`config.mk`:
```
export PLATFORM = sky130hd
export DESIGN_NAME = store_merge_unit
export DESIGN_NICKNAME = d
export VERILOG_FILES = /design/src/rtl/store_merge_unit.sv
export SDC_FILE = /design/constraint.sdc
export NUM_CORES = 1
export LEC_CHECK = 0
export ABC_AREA = 1
export CORE_UTILIZATION = 39
export CTS_BUF_LIST = sky130_fd_sc_hd__clkbuf_4 sky130_fd_sc_hd__clkbuf_8 sky130_fd_sc_hd__clkbuf_16
export DETAILED_ROUTE_END_ITERATION = 10
export PLACE_DENSITY = 0.77
export RECOVER_POWER = 50
export SLEW_MARGIN = 20
export SYNTH_ARGS = -nofsm -noshare
export SYNTH_HDL_FRONTEND = slang
export SYNTH_SLANG_ARGS = --single-unit
```
`constraint.sdc`:
```
create_clock -name clk -period 2.1 [get_ports clk]
set_clock_uncertainty 0.1 [all_clocks]
set_input_delay 0.42 -clock clk [delete_from_list [all_inputs] [get_ports clk]]
set_output_delay 0.42 -clock clk [all_outputs]
set_load 0.005 [all_outputs]
```
`src/rtl/store_merge_unit.sv`:
```
// Store path to a word-wide memory without byte enables: SB/SH go through a
// read-modify-write of the addressed word, SW is written directly.
module store_merge_unit #(
    parameter int unsigned WIDTH      = 32,
    parameter int unsigned ADDR_WIDTH = 8
) (
    input  logic                  clk,
    input  logic                  reset,
    input  logic                  req_valid,
    output logic                  req_ready,
    input  logic [WIDTH-1:0]      inst,
    input  logic [WIDTH-1:0]      addr,
    input  logic [WIDTH-1:0]      wdata,
    output logic [ADDR_WIDTH-1:0] mem_addr,
    output logic                  mem_re,
    input  logic [WIDTH-1:0]      mem_rdata,
    output logic                  mem_we,
    output logic [WIDTH-1:0]      mem_wdata,
    output logic                  done,
    output logic                  err
);

    localparam logic [6:0] OPC_STORE = 7'b0100011;
    localparam logic [2:0] F3_SB     = 3'b000;
    localparam logic [2:0] F3_SH     = 3'b001;
    localparam logic [2:0] F3_SW     = 3'b010;

    typedef enum logic [2:0] {
        IDLE,
        RD,
        MRG,
        WR,
        RESP
    } state_t;

    state_t                state_q;
    logic                  req_ready_q;
    logic [ADDR_WIDTH-1:0] mem_addr_q;
    logic                  mem_re_q;
    logic                  mem_we_q;
    logic [WIDTH-1:0]      mem_wdata_q;
    logic                  done_q;
    logic                  err_q;
    logic [1:0]            lane_q;
    logic                  is_sh_q;
    logic [WIDTH-1:0]      wbuf_q;
    logic [WIDTH-1:0]      wbuf_d;
    logic [2:0]            funct3_c;
    logic                  illegal_c;
    logic                  unused_c;

    assign funct3_c = inst[14:12];
    assign unused_c = ^{inst[WIDTH-1:15], inst[11:7], addr[WIDTH-1:ADDR_WIDTH+2]};

    // Request legality: store opcode, known width, natural alignment
    always_comb begin
        illegal_c = 1'b0;
        if (inst[6:0] != OPC_STORE) begin
            illegal_c = 1'b1;
        end else begin
            case (funct3_c)
                F3_SB:   illegal_c = 1'b0;
                F3_SH:   illegal_c = addr[0];
                F3_SW:   illegal_c = (addr[1:0] != 2'b00);
                default: illegal_c = 1'b1;
            endcase
        end
    end

    // Replace the addressed lane of the read word with the buffered store data
    always_comb begin
        wbuf_d = mem_rdata;
        if (is_sh_q) begin
            if (lane_q[1]) wbuf_d[31:16] = wbuf_q[15:0];
            else           wbuf_d[15:0]  = wbuf_q[15:0];
        end else begin
            case (lane_q)
                2'd0: wbuf_d[7:0]   = wbuf_q[7:0];
                2'd1: wbuf_d[15:8]  = wbuf_q[7:0];
                2'd2: wbuf_d[23:16] = wbuf_q[7:0];
                2'd3: wbuf_d[31:24] = wbuf_q[7:0];
            endcase
        end
    end

    always_ff @(posedge clk or posedge reset) begin
        if (reset) begin
            state_q     <= IDLE;
            req_ready_q <= 1'b1;
            mem_addr_q  <= '0;
            mem_re_q    <= 1'b0;
            mem_we_q    <= 1'b0;
            mem_wdata_q <= '0;
            done_q      <= 1'b0;
            err_q       <= 1'b0;
            lane_q      <= 2'b00;
            is_sh_q     <= 1'b0;
            wbuf_q      <= '0;
        end else begin
            mem_re_q <= 1'b0;
            mem_we_q <= 1'b0;
            done_q   <= 1'b0;
            err_q    <= 1'b0;
            case (state_q)
                IDLE: begin
                    if (req_valid) begin
                        req_ready_q <= 1'b0;
                        mem_addr_q  <= addr[ADDR_WIDTH+1:2];
                        lane_q      <= addr[1:0];
                        is_sh_q     <= inst[12];
                        wbuf_q      <= wdata;
                        if (illegal_c) begin
                            state_q <= RESP;
                            done_q  <= 1'b1;
                            err_q   <= 1'b1;
                        end else if (funct3_c == F3_SW) begin
                            state_q     <= WR;
                            mem_we_q    <= 1'b1;
                            mem_wdata_q <= wdata;
                        end else begin
                            state_q  <= RD;
                            mem_re_q <= 1'b1;
                        end
                    end
                end
                RD: state_q <= MRG;
                MRG: begin
                    state_q     <= WR;
                    wbuf_q      <= wbuf_d;
                    mem_wdata_q <= wbuf_d;
                    mem_we_q    <= 1'b1;
                end
                WR: begin
                    state_q <= RESP;
                    done_q  <= 1'b1;
                end
                RESP: begin
                    state_q     <= IDLE;
                    req_ready_q <= 1'b1;
                end
                default: begin
                    state_q     <= IDLE;
                    req_ready_q <= 1'b1;
                end
            endcase
        end
    end

    assign req_ready = req_ready_q;
    assign mem_addr  = mem_addr_q;
    assign mem_re    = mem_re_q;
    assign mem_we    = mem_we_q;
    assign mem_wdata = mem_wdata_q;
    assign done      = done_q;
    assign err       = err_q;

endmodule

```
==> results summary, run 1 <==
The run finished with clean final reports. The total overflow reported by the global router is 0. The core occupancy in the finished layout is 55.7%. The multi-input combinational cells in the finished layout cover a total of 2080 µm². Setup repair after global routing left no endpoint under its margin. The arrival time at the worst endpoint came out at 1370 ps. The achievable frequency came out at 529 MHz. The clock network accounts for 30.1% of the total power. The final critical delay including setup and external delays came out at 1890 ps. In this run, flip-flops and latches consume 43.7% of the power. The number of flip-flops and latches in the synthesized netlist came out at 67.

The total core area came out at 10,400 µm². Setup slack on the worst reg-to-reg path comes out at 220 ps. The final non-filler cell area came out at 5770 µm². The number of clock buffers inserted by TritonCTS came out at 9. The congestion estimate from routability-driven global placement came to 0.876. Traced cell by cell, the critical path runs through clkdlybuf4s50_1.

The post-cts sizing count came out at 0. The period utilization is 90.0%. The critical path data required time is 1580 ps. The tightest min-delay check is of the flip-flop to flip-flop type. Dividing the detail-routed via count by the number of cells gives 5.07. The slowest stage of the critical path belongs to the cell sky130_fd_sc_hd__dfstp_2. The floorplan step defined a die boundary enclosing 11,200 µm². The clock tree from TritonCTS is done. The buffers inserted during post-CTS setup optimization came out at 0.

The instance count along the most critical hold path is 2. Adding up every negative setup slack in the final design gives 0 ps. The starting density of the core is 40.4%. The end point of the worst hold path is mem_addr[4]$_DFFE_PP0P_. The via count of the first global-routing pass is 4,238. Together, buffers and inverters on the worst path number 1. The number of standard cells after synthesis came out at 625. The initial detailed-routing violation count came out at 406. The dominant delay contributor by cell family on the critical path is flip-flops.

The number of failing hold endpoints at the final stage came to 0. The tool flagged a number of max-cap violations equal to 0. For this design the static power due to leakage is 2.89 nW.

Summed over all nets, the half-perimeter wirelength after detailed placement is 9260 µm. The switching share of total power came out at 32.4%. Internal power comes to 2.29 mW. No sink is reached through more buffers than the 2 on the longest clock path. The worst setup path is captured at an output port. The post-detailed-routing wire length is 12,700 µm. The number of nets in the synthesized netlist is 756. The clock-pin slew reported for the worst setup and hold paths after clock tree synthesis came out at 70 ps. The filler cell count in the final layout came out at 1,025. From synthesis to final layout, the design area changed by 37.7%. In this run the cell area measured after placement is 5600 µm². In this run the clock root is driven by a sky130_fd_sc_hd__clkbuf_8. Summing every instance area after synthesis gives 4190 µm². The final number of max-transition violations came out at 0. The first detailed-routing pass ran for 5 iterations. In this run the core area contains 37 standard-cell rows.

The count of synthesis-stage warnings from yosys came out at 0. The die height is 106 µm. The average footprint of a synthesized cell is 6.71 µm². IR analysis of the VDD net gives a maximum drop of 0.000279 V. The net switching power came out at 1.10 mW. The instance count after placement with tap cells included came out at 869. The clock latency of the later-clocked register in the worst-skew pair is 350 ps.

The wire length of the first global-routing pass is 20,800 µm. The headroom to the max-slew limit came out at 48.2%. The power per cell area came out at 587 nW/µm². The part of the Yosys area used for sequential elements is 40.0%. For the worst flop-to-flop path, the logic depth is 7. The largest stage delay on the critical path is 530 ps.

The global-route total usage across every layer came out at 23.6%. For this design the top-level I/O count stands at 176. The final number of setup-violating endpoints came out at 0.

The maximum fanout along the worst path is 2. The die span in x came out at 106 µm. The area occupied by registers is 1680 µm². The proportion of layout cells with a drive suffix above 1 came out at 6.14%.

The H-tree generated during clock tree synthesis spans 3 levels. The non-filler instance count after layout is 885. The pin count of the biggest net entering global routing is 53. The number of clock sinks is 67. The number of diodes added for antenna fixing came out at 0. The remaining routing DRC violations came out at 0. Input and output buffers added on the ports amount to 131. The startpoint identified for the worst hold timing path is mem_addr[4]$_DFFE_PP0P_. The initial antenna violation count was 0.

The combinational share of power came out at 26.2%. The endpoint identified for the worst register-to-register timing path is mem_wdata[20]$_DFFE_PP0P_. The total via count after detailed routing is 4,484. The netlist uses 23 different library cells.

The number of buffers added to fix hold violations after cts came out at 0. In this run the critical register-to-register path is launched from lane_q[0]$_DFFE_PP0P_. At the pin with the least slew margin, the transition time is 773 ps. The wire length per cell came out at 14.4 µm. STA classifies the critical path startpoint as a flip-flop.

The count of nets left with antenna violations after detail routing came out at 0. The sum of internal, switching and leakage power is 3.39 mW. The critical path class is flip-flop to output port.

The final net count is 875.
==> worst max-delay path by stage <==
stage / from / end / slack (ps) / depth (start not counted)
after global placement: inst[5] / mem_wdata[14]$_DFFE_PP0P_ / 90 / 10
final: req_ready$_DFFE_PP1P_ / req_ready / 210 / 1
after global routing: lane_q[0]$_DFFE_PP0P_ / mem_wdata[20]$_DFFE_PP0P_ / 60 / 7
after floorplan: state_q[2]$_DFFE_PP0P_ / mem_wdata[24]$_DFFE_PP0P_ / 670 / 7
after detailed placement: inst[5] / mem_wdata[12]$_DFFE_PP0P_ / 60 / 10
after CTS: req_ready$_DFFE_PP1P_ / req_ready / 190 / 1
==> cell families (layout without fill, tap and decap cells) <==
kind of cell | count (synthesis) | in the layout | share of synthesized area, %
DFF | 67 | 67 | 40.0
buffers and inverters | 81 | 205 | 10.2
AOI/OAI and AO/OA | 22 | 22 | 2.63
and+or+nand+nor | 455 | 455 | 47.2
==> stage by stage <==
stage                     hold slack, ps  setup WS, ps
after floorplan                      365           673
after global placement               353          86.4
after detailed placement             365          64.3
after CTS                            307           194
after global routing                 420          56.2
final                                388           210
==> metal layers <==
metal	up-vias	GRT usage [%]	wire length, µm
met5	-	0	0
met1	2006	32.1	5620
met4	0	7.04	177
met3	15	4.45	1140
met2	227	38.0	5790
li1	2236	-	-
==> cells in the final DEF (no fill, tap or decap), drive strengths merged <==
cell           Yosys  routed
nand2            251     251
o21ai             20      20
dlygate4sd3        0       6
clkinvlp           0       3
clkinv             0       2
dfstp              1       1
nor3               2       2
nand3            147     147
dfrtp             66      66
buf               36      17
nand4             11      11
a21oi              2       2
nor2              44      44
clkbuf             4      12
inv               41      40
clkdlybuf4s50      0     125
==> Yosys cell counts <==
library cell	n	share of area (%)
sky130_fd_sc_hd__nand2_1	249	22
sky130_fd_sc_hd__nand3_1	147	18
sky130_fd_sc_hd__dfrtp_1	66	39
sky130_fd_sc_hd__nor2_1	39	3.5
sky130_fd_sc_hd__inv_1	36	3.2
sky130_fd_sc_hd__o21ai_0	20	2.4
sky130_fd_sc_hd__buf_2	18	2.1
sky130_fd_sc_hd__buf_6	11	3.0
sky130_fd_sc_hd__nand4_1	10	1.5
sky130_fd_sc_hd__buf_4	4	0.72
sky130_fd_sc_hd__clkbuf_1	4	0.36
sky130_fd_sc_hd__inv_2	4	0.36
sky130_fd_sc_hd__buf_1	3	0.27
sky130_fd_sc_hd__nor2_2	3	0.45
sky130_fd_sc_hd__a21oi_1	2	0.24
sky130_fd_sc_hd__nand2_2	2	0.30
sky130_fd_sc_hd__dfstp_2	1	0.63
sky130_fd_sc_hd__inv_4	1	0.15
sky130_fd_sc_hd__nand4_4	1	0.51
sky130_fd_sc_hd__nor2_4	1	0.27
sky130_fd_sc_hd__nor2_8	1	0.48
sky130_fd_sc_hd__nor3_1	1	0.12
sky130_fd_sc_hd__nor3_2	1	0.24
==> state kept, by name (all words and copies together), names as in the netlist <==
| signal | flops |
|---|---|
| done | 1 |
| err | 1 |
| is_sh_q | 1 |
| lane_q | 2 |
| mem_addr | 8 |
| mem_re | 1 |
| mem_wdata | 32 |
| mem_we | 1 |
| req_ready | 1 |
| state_q | 3 |
| wbuf_q | 16 |
==> tightest hold or removal path, cell delays in order (launching register included) <==
cell,delay [ps]
sky130_fd_sc_hd__dfrtp_1,360
sky130_fd_sc_hd__nand2_1,60
sky130_fd_sc_hd__nand2_1,50
==> layout make-up <==
| cell class | count | area share [%] |
|---|---|---|
| multi-input cells | 477 | 36.1 |
| flip-flops and latches | 67 | 29.1 |
| repair buffers | 148 | 26.0 |
| well taps | 136 | 2.95 |
| clock buffers | 12 | 2.75 |
| inverters | 41 | 2.73 |
| clock inverters | 4 | 0.433 |
==> power by group through the flow <==
| stage | logic [mW] | registers [mW] | clock network, mW |
|---|---|---|---|
| 2_1_floorplan | 0.520 | 1.46 | 0 |
| 4_1_cts | 0.891 | 1.48 | 1.03 |
| 3_3_place_gp | 0.865 | 1.50 | 0 |
| 3_5_place_dp | 0.886 | 1.50 | 0 |
| 6_report | 0.887 | 1.48 | 1.02 |
| 5_1_grt | 0.986 | 1.49 | 1.09 |
(Power assumes the default switching activity.)
==> run 2, diff against run 1 <==
Settings changed: CELL_PAD_IN_SITES_DETAIL_PLACEMENT from default to 0, CELL_PAD_IN_SITES_GLOBAL_PLACEMENT from default to 1, CORE_MARGIN from default to 1, CORE_UTILIZATION 39 to 26, PLACE_DENSITY 0.77 to default, PLACE_DENSITY_LB_ADDON from default to 0.1.
==> results summary, run 2 (synthesis results as in run 1) <==
The H-tree depth came out at 3. The number of buffer and inverter instances along the worst setup path is 1. The critical path data required time is 1580 ps. The final non-filler cell area is 6010 µm².

The final route contains 4,452 vias. Data arrives at the worst endpoint at 1350 ps. The clock tree from TritonCTS is done. The global placer's final weighted congestion came out at 0.813. The worst setup path is of the flip-flop to output port kind. The final critical delay including setup and external delays came out at 1870 ps. Among all stages on the critical path, the largest delay is contributed by sky130_fd_sc_hd__dfstp_2. Setup repair after global routing left no endpoint under its margin. The initial antenna violation count came to 0. The transition time at the pin with the least slew margin is 636 ps.

The count of nets left with antenna violations after detail routing came out at 0. The top cell types in the final layout, fill and taps aside, are sky130_fd_sc_hd__nand2_1 (249), sky130_fd_sc_hd__nand3_1 (147), sky130_fd_sc_hd__clkdlybuf4s50_1 (127). The worst hold margin came out at 384 ps. The proportion of layout cells with a drive suffix above 1 came out at 7.39%. The largest stage delay on the critical path came out at 520 ps.

Once placement finished, the instance area stood at 5790 µm². The worst-case clock buffer depth is 2. The non-filler instance count after layout is 974. The post-detailed-routing wire length came out at 14,600 µm. For this block, the initial DRC count from the detailed router was 309. The synthesis-to-layout area growth came out at 43.3%. The number of I/O pins is 176.

The signal on the critical path passes through clkdlybuf4s50_1. In the global route stage, overall resource usage came out at 18.6%. The worst ir drop on vdd is 0.000397 V. TritonCTS created 9 clock buffers. The power per cell area is 633 nW/µm². The path class of the tightest hold or removal check is flip-flop to flip-flop. The number of iterations in the first detailed-routing pass is 5.

The floorplan step defined a die boundary enclosing 16,600 µm². The final number of max-transition violations is 0. The run finished with clean final reports. The final net count is 885. The maximum fanout along the worst path is 2. The clock net in this run drives a total of 67 sinks. The placed wire-length estimate is 10,700 µm.

The instance count after placement with tap cells included came out at 959. The setup total negative slack came out at 0 ps. The sum of internal, switching and leakage power is 3.81 mW. The number of diodes added for antenna fixing is 0. Among cell families on the critical path, the largest total delay comes from flip-flops. The total overflow reported by the global router came out at 0. Using the TritonRoute via totals, the vias-per-cell ratio works out to 4.57. The buffers inserted during post-CTS setup optimization came out at 0. After detailed routing, the average wire length per cell comes to 15.0 µm. The die span in x came out at 129 µm. The buffer type at the clock tree root is sky130_fd_sc_hd__clkbuf_16. The remaining routing DRC violations is 0.

The number of flip-flops under the largest register name came out at 32. The total of buffers placed on input and output ports is 131. The number of buffers added to fix hold violations after cts is 0.

The total number of placement rows is 46. The count of max-cap constraint violations is 0. The starting density of the core is 26.5%. The clock latency of the later-clocked register in the worst-skew pair came out at 340 ps. The first global-routing pass estimated 23,500 µm of wire. Leaving out fill and tap cells, the most frequent cell in the layout is sky130_fd_sc_hd__nand2_1. At the end of the flow the core is filled with cells to 38.0%. The total core area came out at 15,800 µm².

Clock-pin slew was measured on the worst setup and hold paths at 60 ps. STA classifies the critical path endpoint as an output port. The element type at the critical path start is a flip-flop.

Timing analysis after detailed placement gives a worst setup slack of 30.9 ps. The floorplan step set the die height to 129 µm. Headroom to the max-slew limit came out at 57.4%. The final number of setup-violating endpoints came out at 0.

The number of failing hold endpoints at the final stage came out at 0. The final critical-path setup slack came out at 231 ps. The leakage dissipation came out at 2.97 nW. The period utilization is 89.0%. The via count of the first global-routing pass came out at 4,439.

The post-cts sizing count came out at 0. The achievable frequency came out at 535 MHz. The pin count of the biggest net entering global routing came out at 75.
-- run 2: cell count changes in the layout (fill, tap and decap cells not counted), moves of 2 or more --
cell	change
sky130_fd_sc_hd__clkbuf_16	+9
sky130_fd_sc_hd__clkdlybuf4s50_1	+2
sky130_fd_sc_hd__clkbuf_8	-10
sky130_fd_sc_hd__buf_4	+9
sky130_fd_sc_hd__clkinvlp_4	-2
sky130_fd_sc_hd__dlygate4sd3_1	-2
sky130_fd_sc_hd__clkbuf_4	+2
-- run 2: cell type report --
| type | instances | area (µm²) |
|---|---|---|
| Timing Repair Buffer | 158 | 1560 |
| Sequential cell | 67 | 1680 |
| Multi-Input combinational cell | 477 | 2070 |
| Tap cell | 216 | 270 |
| Clock buffer | 12 | 254 |
| Fill cell | 1691 | 9820 |
| Clock inverter | 3 | 15.0 |
| Inverter | 41 | 158 |
-- run 2: report_power, final --
group / switching (mW) / leakage [nW] / internal, mW
sequential: 0.0913 / 0.863 / 1.39
clock: 0.559 / 0.139 / 0.845
combinational: 0.501 / 1.97 / 0.424
-- run 2: per-layer routing --
layer	track usage (%)	routed length [µm]
met3	4.53	936
met1	24.6	6820
met2	29.7	6580
met5	0	0
met4	6.51	238
-- run 2: path summary, 6_finish.rpt --
check	startpoint	to	slack [ps]	cells after the start
worst max-delay path	req_ready$_DFFE_PP1P_	req_ready	230	1
max in group asynchronous	reset	mem_wdata[11]$_DFFE_PP0P_	420	3
worst min register to register	mem_addr[1]$_DFFE_PP0P_	mem_addr[1]$_DFFE_PP0P_	380	2
worst min-delay path	mem_addr[1]$_DFFE_PP0P_	mem_addr[1]$_DFFE_PP0P_	380	2
worst max register to register	state_q[2]$_DFFE_PP0P_	mem_wdata[0]$_DFFE_PP0P_	360	8
min in group asynchronous	reset	mem_wdata[17]$_DFFE_PP0P_	490	2
-- run 2: tightest hold or removal path, delay by kind of cell (launching register included) --
| family | cells | cell delay (ps) |
|---|---|---|
| AND/OR/NAND/NOR | 2 | 100 |
| flip-flops | 1 | 350 |
==> run 3, diff against run 2 <==
Settings changed: CORE_ASPECT_RATIO from default to 0.7.
==> results summary, run 3 (synthesis results as in run 1) <==
The run finished with clean final reports. The detailed router placed 4,506 vias in this run. The number of buffer and inverter instances along the worst setup path is 1.

The count of max-cap constraint violations is 0. The final number of setup-violating endpoints is 0. The leakage dissipation is 2.98 nW. The total internal power came out at 2.73 mW.

The number of clock sinks came out at 67. The number of flip-flops under the largest register name came out at 32. After layout, the worst path uses 89.3% of the clock period. Before antenna repair, the detailed router went through 5 iterations. TritonCTS built the clock tree.

The relative contribution of the clock network to total power came out at 39.6%. After clock tree synthesis, the clock-pin slew on the worst setup and hold paths is 70 ps. The starting density of the core is 26.8%. The instance count along the most critical hold path is 2. The initial antenna violation count is 0. The headroom to the max-slew limit is 33.9%. The repair_antennas step left the layout with diodes totalling 0. For this design, the slowest cell found on the critical path is sky130_fd_sc_hd__dfstp_2. The worst register-to-register path ends at mem_wdata[31]$_DFFE_PP0P_. The synthesis-to-layout area growth is 44.5%.

The count of nets left with antenna violations after detail routing is 0. The die covers 16,600 µm². The via count of the first global-routing pass came to 4,421. The element type at the critical path end is an output port. The global-route total usage across every layer is 18.5%. Counting along the longest clock path gives a buffer depth of 2.

The largest stage delay on the critical path came out at 530 ps. The H-tree depth is 3. Excluding fillers, the count of instances in the completed layout stands at 957. With fillers left out, the area of the finished cells amounts to 6060 µm². The combinational share of power came out at 23.3%. The initial detailed-routing violation count came out at 390. At the worst endpoint, the required time is 1580 ps. The remaining routing DRC violations came out at 0. The instance count after placement with tap cells included came out at 941. The proportion of layout cells with a drive suffix above 1 came out at 6.87%. The startpoint identified for the worst register-to-register timing path is lane_q[1]$_DFFE_PP0P_. The register share of total power is 37.0%. The startpoint identified for the worst hold timing path is mem_addr[7]$_DFFE_PP0P_.

Buffers added to address setup during post-CTS repair amount to 0. The die span in x came out at 154 µm. The library cell used most frequently in the layout, excluding fill and tap cells, is sky130_fd_sc_hd__nand2_1. The placed wire-length estimate came out at 10,700 µm. The number of failing hold endpoints at the final stage came out at 0. Setup repair after global routing left no endpoint under its margin.

The global placer's final weighted congestion is 0.790. The analysis attributes to net switching a power of 1.23 mW. The clock latency of the later-clocked register in the worst-skew pair came out at 350 ps.

The min-delay analysis places its worst path in the category flip-flop to flip-flop. The critical path in this run is classified as flip-flop to output port. The number of clock buffers inserted by TritonCTS is 9. The path with the worst hold slack has its endpoint at mem_addr[7]$_DFFE_PP0P_. The worst ir drop on vdd came out at 0.000376 V. The final layout contains routed wiring with a total length of 14,700 µm. At the placement stage, the worst setup path has a slack of 60.7 ps.

STA classifies the critical path startpoint as a flip-flop. The post-cts sizing count is 0. The total overflow reported by the global router came out at 0.

Dividing the detail-routed wire length by the instance count gives 15.4 µm. The slack of the worst reg-to-reg path came out at 250 ps. The pin count of the biggest net entering global routing came out at 52. The final critical delay including setup and external delays is 1880 ps. Data arrives at the worst endpoint at 1360 ps. The tree is rooted in a sky130_fd_sc_hd__clkbuf_16. The final number of max-transition violations came out at 0. During placement, the flow inserted port buffers numbering 131. The library cells used most frequently in the layout, excluding fill and tap cells, are sky130_fd_sc_hd__nand2_1 (249), sky130_fd_sc_hd__nand3_1 (147), sky130_fd_sc_hd__clkdlybuf4s50_1 (126). The cell depth of the worst flop-to-flop path came out at 8. Tracing the worst setup path back leads to its startpoint at req_ready$_DFFE_PP1P_. The dominant delay contributor by cell family on the critical path is flip-flops.

In this run the count of I/O pins placed on the die edge is 176. The setup total negative slack came out at 0 ps. The placed instances occupy a cell area of 5790 µm². In this run switching power makes up 31.0% of total power. The total core area came out at 15,600 µm². The signal on the critical path passes through clkdlybuf4s50_1. The ratio of routed vias to standard cells came out at 4.71. The final net count is 883. The total number of placement rows came out at 38. Based on the critical path, the design can be clocked at up to 533 MHz. The number of hold buffers added after CTS was 0.

The die height is 108 µm. The final critical-path setup slack is 224 ps. The maximum fanout along the worst path came out at 2. The power per cell area came out at 652 nW/µm². The transition time at the pin with the least slew margin came out at 986 ps. The wire length of the first global-routing pass is 23,700 µm.
## run 3: how the worst max path moves through the flow
| stage | to | cells after the start |
|---|---|---|
| floorplan | mem_wdata[24]$_DFFE_PP0P_ | 7 |
| global placement | mem_wdata[8]$_DFFE_PP0P_ | 10 |
| detailed placement | mem_wdata[8]$_DFFE_PP0P_ | 10 |
| CTS | req_ready | 1 |
| global route | mem_wdata[29]$_DFFE_PP0P_ | 3 |
| finish | req_ready | 1 |
## run 3: routing by layer
layer | GRT usage [%] | part of all wire, % | routed length, µm | vias to the layer above
met5 | 0 | 0 | 0 | -
met4 | 4.29 | 0.84 | 123 | 0
met3 | 3.85 | 6.3 | 926 | 9
met2 | 27.1 | 42 | 6180 | 138
met1 | 27.5 | 51 | 7470 | 2100
li1 | - | - | - | 2259
## run 3: final cells by class
class | instances | area [µm²]
well taps | 200 | 250
inverters | 41 | 158
clock buffers | 9 | 225
clock inverters | 7 | 76.3
flip-flops and latches | 67 | 1680
multi-input cells | 477 | 2090
fillers | 1616 | 9580
repair buffers | 156 | 1590
## run 3: metrics by stage
step / util [%] / total power, mW / hold WS, ps
after global routing: 38.7 / 4.17 / 406
after floorplan: - / 1.98 / 365
after CTS: 38.9 / 4.00 / 374
after detailed placement: 37.0 / 2.42 / 363
after global placement: 37.0 / 2.42 / 358
final: 38.7 / 3.95 / 374
## run 3: power groups by stage
stage               clock network, mW  registers, mW  logic, mW
global route                     1.66           1.48       1.04
finish                           1.57           1.46      0.923
floorplan                           0           1.46      0.520
global placement                    0           1.48      0.934
detailed placement                  0           1.49      0.937
CTS                              1.59           1.46      0.942
==> edit 1, RTL diff (flow settings as in run 3) <==
`ADDR_WIDTH`: 8 -> 9.
--- a/src/rtl/store_merge_unit.sv
+++ b/src/rtl/store_merge_unit.sv
@@ -4,3 +4,3 @@
     parameter int unsigned WIDTH      = 32,
-    parameter int unsigned ADDR_WIDTH = 8
+    parameter int unsigned ADDR_WIDTH = 9
 ) (
Ports: changed (resized mem_addr); port bits go from 176 to 177. The function was not compared with the original's and may differ.
==> edit 1 against run 3 <==
- cell area grew 3.3%
- power shrank 1.4%
- routed wire length grew 0.66%
- via count grew 0.18%
- setup slack gained 2.8 ps
- sequential share of layout area shrank 0.50 points
- synthesized area grew 5.5%
- sequential cell count grew 1
==> edit 1: results (changes against run 3) <==
Logic synthesis
  • Sequential fraction of the synthesis area: 0.385 (was 0.400)
  • Area contributors post-synth: dfrtp_1 (38%), nand2_1 (21%), nand3_1 (13%), nand3_2 (6.6%), nor2_1 (3.3%) (was dfrtp_1 (39%), nand2_1 (22%), nand3_1 (18%), nor2_1 (3.5%), inv_1 (3.2%))
  • Mapped Nets: 761 (was 756)
  • Post-synthesis compound-gate area fraction: 0.0249 (was 0.0263)
  • Post-synth cell types: 25 (was 23)

Power and ir drop
  • P_clk: 0.00147 W (was 0.00157 W)
  • Switching share of power: 0.310 (about the same)
  • Worst vdd ir: 0.329 mV (was 0.376 mV)
  • Leak: 3.02 nW (was 2.98 nW)

Routing
  • 1st-pass router iterations: 4 (was 5)
  • Detailed Route WL: 14,800 um (was 14,700 um)
  • Initial drt markers: 271 (was 390)
  • Avg Vias per Cell: 4.58 (was 4.71)
  • DR WL met3: 829 um (was 926 um)

Layout
  • Buffer share of cell area: 0.251 (was 0.262)
  • Multi-input gate area: 0.00226 mm2 (was 0.00209 mm2)
  • Clock Buffer Count: 11 (was 9)
  • FF+latch area: 0.00170 mm2 (was 0.00168 mm2)
  • Nets@finish: 887 (was 883)
  • Share of layout cells above drive strength 1: 0.108 (was 0.0687)

Placed design
  • Place WS: 70.7 ps (was 60.7 ps)
  • Buffers on Ports: 133 (was 131)
  • Post-DP HPWL: 10,800 um (was 10,700 um)

GRT
  • Met2 Resource Use GR: 0.259 (was 0.271)
  • M3 GR Usage: 0.0367 (was 0.0385)

Worst hold path
  • Hold path start: mem_addr[8]$_DFFE_PP0P_ (was mem_addr[7]$_DFFE_PP0P_)

Outcome
  • Run status: completed (unchanged)

Timing
  • Fmax achieved: 534 MHz (was 533 MHz)
  • Worst-Margin Slew: 909 ps (was 986 ps)
edit 1: changes by cell type after synthesis, moves of 3 or more:
cell,before,now
nand3_2,0,29
buf_1,3,0
o21ai_0,20,4
nand3_1,147,118
buf_4,4,10
o21ai_1,0,16
buf_2,18,15
edit 1: stage by stage:
stage	cells	instance area, um2	utilization
floorplan	630	4430	-
global placement	970	6020	0.365
CTS	986	6300	0.382
detailed placement	970	6020	0.365
global route	986	6260	0.380
finish	986	6260	0.380
edit 1: worst paths after layout:
path                                             endpoint
worst min register to register    mem_addr[8]$_DFFE_PP0P_
worst max register to register  mem_wdata[24]$_DFFE_PP0P_
worst min-delay path              mem_addr[8]$_DFFE_PP0P_
worst max-delay path                            req_ready
min in group asynchronous       mem_wdata[12]$_DFFE_PP0P_
max in group asynchronous          wbuf_q[13]$_DFFE_PP0P_
edit 1: logic make-up (layout without fill, tap and decap cells):
family | count (synthesis) | count (layout)
and+or+nand+nor | 458 | 458
buffers and inverters | 82 | 213
DFF | 68 | 68
AOI/OAI and AO/OA | 22 | 22
==> edit 2, RTL diff (flow settings as in run 3) <==
Made on the original files. Register the output `err` once more; this adds one clock of latency there. The other outputs are not delayed to match.
--- a/src/rtl/store_merge_unit.sv
+++ b/src/rtl/store_merge_unit.sv
@@ -154,3 +154,5 @@
     assign done      = done_q;
-    assign err       = err_q;
+    always_ff @(posedge clk) begin
+        err <= err_q;
+    end
 
Formal check against the unedited RTL: not equivalent (Yosys sat finds a counterexample within 4 cycles, from zero or initial values and one cycle with reset high).
==> edit 2 against run 3 <==
- sequential cell count rose by 1
- final cell count fell by 0.10%
- routed wire length fell by 0.68%
- combinational power barely moved
- setup slack got worse by 9.3 ps
- synthesized cell count rose by 0.16%
- power rose by 6.8%
- die area rose by 0.47%
- synthesized area rose by 0.48%
- register-to-register slack barely moved
- largest power group unchanged
- cell area barely moved
==> edit 2: results (changes against run 3) <==
Timing
  • Worst-Margin Slew: 752 ps (was 986 ps)
  • Period Utilization, post-route: 0.898 (was 0.893)
  • Fin worst setup slack: 214 ps (was 224 ps)
  • Final setup viols: 0 (unchanged)

Worst setup path
  • Worst r2r dst: wbuf_q[9]$_DFFE_PP0P_ (was mem_wdata[31]$_DFFE_PP0P_)
  • Crit-path max FO: 2 (unchanged)
  • Reg-to-Reg Start: state_q[0]$_DFFE_PP0P_ (was lane_q[1]$_DFFE_PP0P_)

Routing
  • Avg Vias per Cell: 4.67 (was 4.71)
  • Initial drt markers: 234 (was 390)
  • Max layer used: met4 (unchanged)
  • 1st-pass router iterations: 5 (unchanged)
  • Met1 Wirelength: 7470 um (about the same)
  • DR WL met3: 809 um (was 926 um)
  • Routed vias: 4,467 (was 4,506)
  • Met2 Wirelength: 6230 um (was 6180 um)
  • Routed len/inst: 15.3 um (was 15.4 um)

Logic synthesis
  • Mapped Nets: 757 (was 756)
  • Post-synth cell types: 24 (was 23)
  • Most frequent cells after synthesis: nand2_1 (249), nand3_1 (147), dfrtp_1 (66) (unchanged)
  • Mux contribution to synthesized area: 0 (unchanged)
  • Area share of the largest cell type after synthesis: 0.392 (was 0.394)
  • Post-synthesis compound-gate area fraction: 0.0261 (was 0.0263)
  • YS warnings: 0 (unchanged)
  • Synthesized area per cell: 6.73 um2 (was 6.71 um2)
  • Sequential fraction of the synthesis area: 0.403 (was 0.400)
  • Area contributors post-synth: dfrtp_1 (39%), nand2_1 (22%), nand3_1 (17%), nor2_1 (3.5%), inv_1 (3.2%) (was dfrtp_1 (39%), nand2_1 (22%), nand3_1 (18%), nor2_1 (3.5%), inv_1 (3.2%))
  • Asr flop ratio synth: 0.985 (was 1.00)

Layout
  • Final core utilization: 0.388 (was 0.387)
  • Share of layout cells above drive strength 1: 0.0675 (was 0.0687)
  • Filler Cells Inserted: 1,681 (was 1,616)
  • Nets@finish: 882 (was 883)

GRT
  • First-pass GRT wire length: 23,000 um (was 23,700 um)
  • GRT Total Usage: 0.181 (was 0.185)
  • Met2 Resource Use GR: 0.280 (was 0.271)
  • Met1 Use GR: 0.252 (was 0.275)
  • M3 GR Usage: 0.0465 (was 0.0385)
  • Largest net degree at the start of global routing: 74 (was 52)

Placed design
  • Placed Area: 0.00577 mm2 (was 0.00579 mm2)
  • GPL Wtd Cong: 0.771 (was 0.790)
  • Place WS: 65.4 ps (was 60.7 ps)
  • Post-DP HPWL: 10,400 um (was 10,700 um)
  • Placed Cells: 940 (was 941)

Power and ir drop
  • Worst vdd ir: 0.348 mV (was 0.376 mV)
  • Share of total power in the clock network: 0.429 (was 0.396)
  • Leak: 2.98 nW (about the same)
  • Switching share of power: 0.292 (was 0.310)
  • Comb group: 0.000922 W (was 0.000923 W)
  • NetSw: 0.00123 W (about the same)

Clock tree
  • Post-CTS Resized: 0 (unchanged)
  • Clk Latency, worst-skew pair: 350 ps (about the same)
  • CTS buffer count: 9 (unchanged)
  • Clock buffer depth: 2 (unchanged)

Outcome
  • Run status: completed (unchanged)
==> edit 2: layout make-up <==
type | instances | share of cell area
Inverter | 41 | 0.0260
Sequential cell | 68 | 0.280
Clock buffer | 9 | 0.0372
Clock inverter | 7 | 0.0202
Multi-Input combinational cell | 477 | 0.344
Tap cell | 200 | 0.0413
Timing Repair Buffer | 154 | 0.252
==> edit 2: worst min path at each step <==
| stage | start | to | slack, ps | cells after the start |
|---|---|---|---|---|
| after floorplan | err_q$_DFF_PP0_ | err$_DFF_P_ | 220 | 0 |
| after global placement | err_q$_DFF_PP0_ | err$_DFF_P_ | 230 | 0 |
| after detailed placement | err_q$_DFF_PP0_ | err$_DFF_P_ | 240 | 0 |
| after CTS | err_q$_DFF_PP0_ | err$_DFF_P_ | 250 | 0 |
| after global routing | err_q$_DFF_PP0_ | err$_DFF_P_ | 260 | 0 |
| final | err_q$_DFF_PP0_ | err$_DFF_P_ | 250 | 0 |
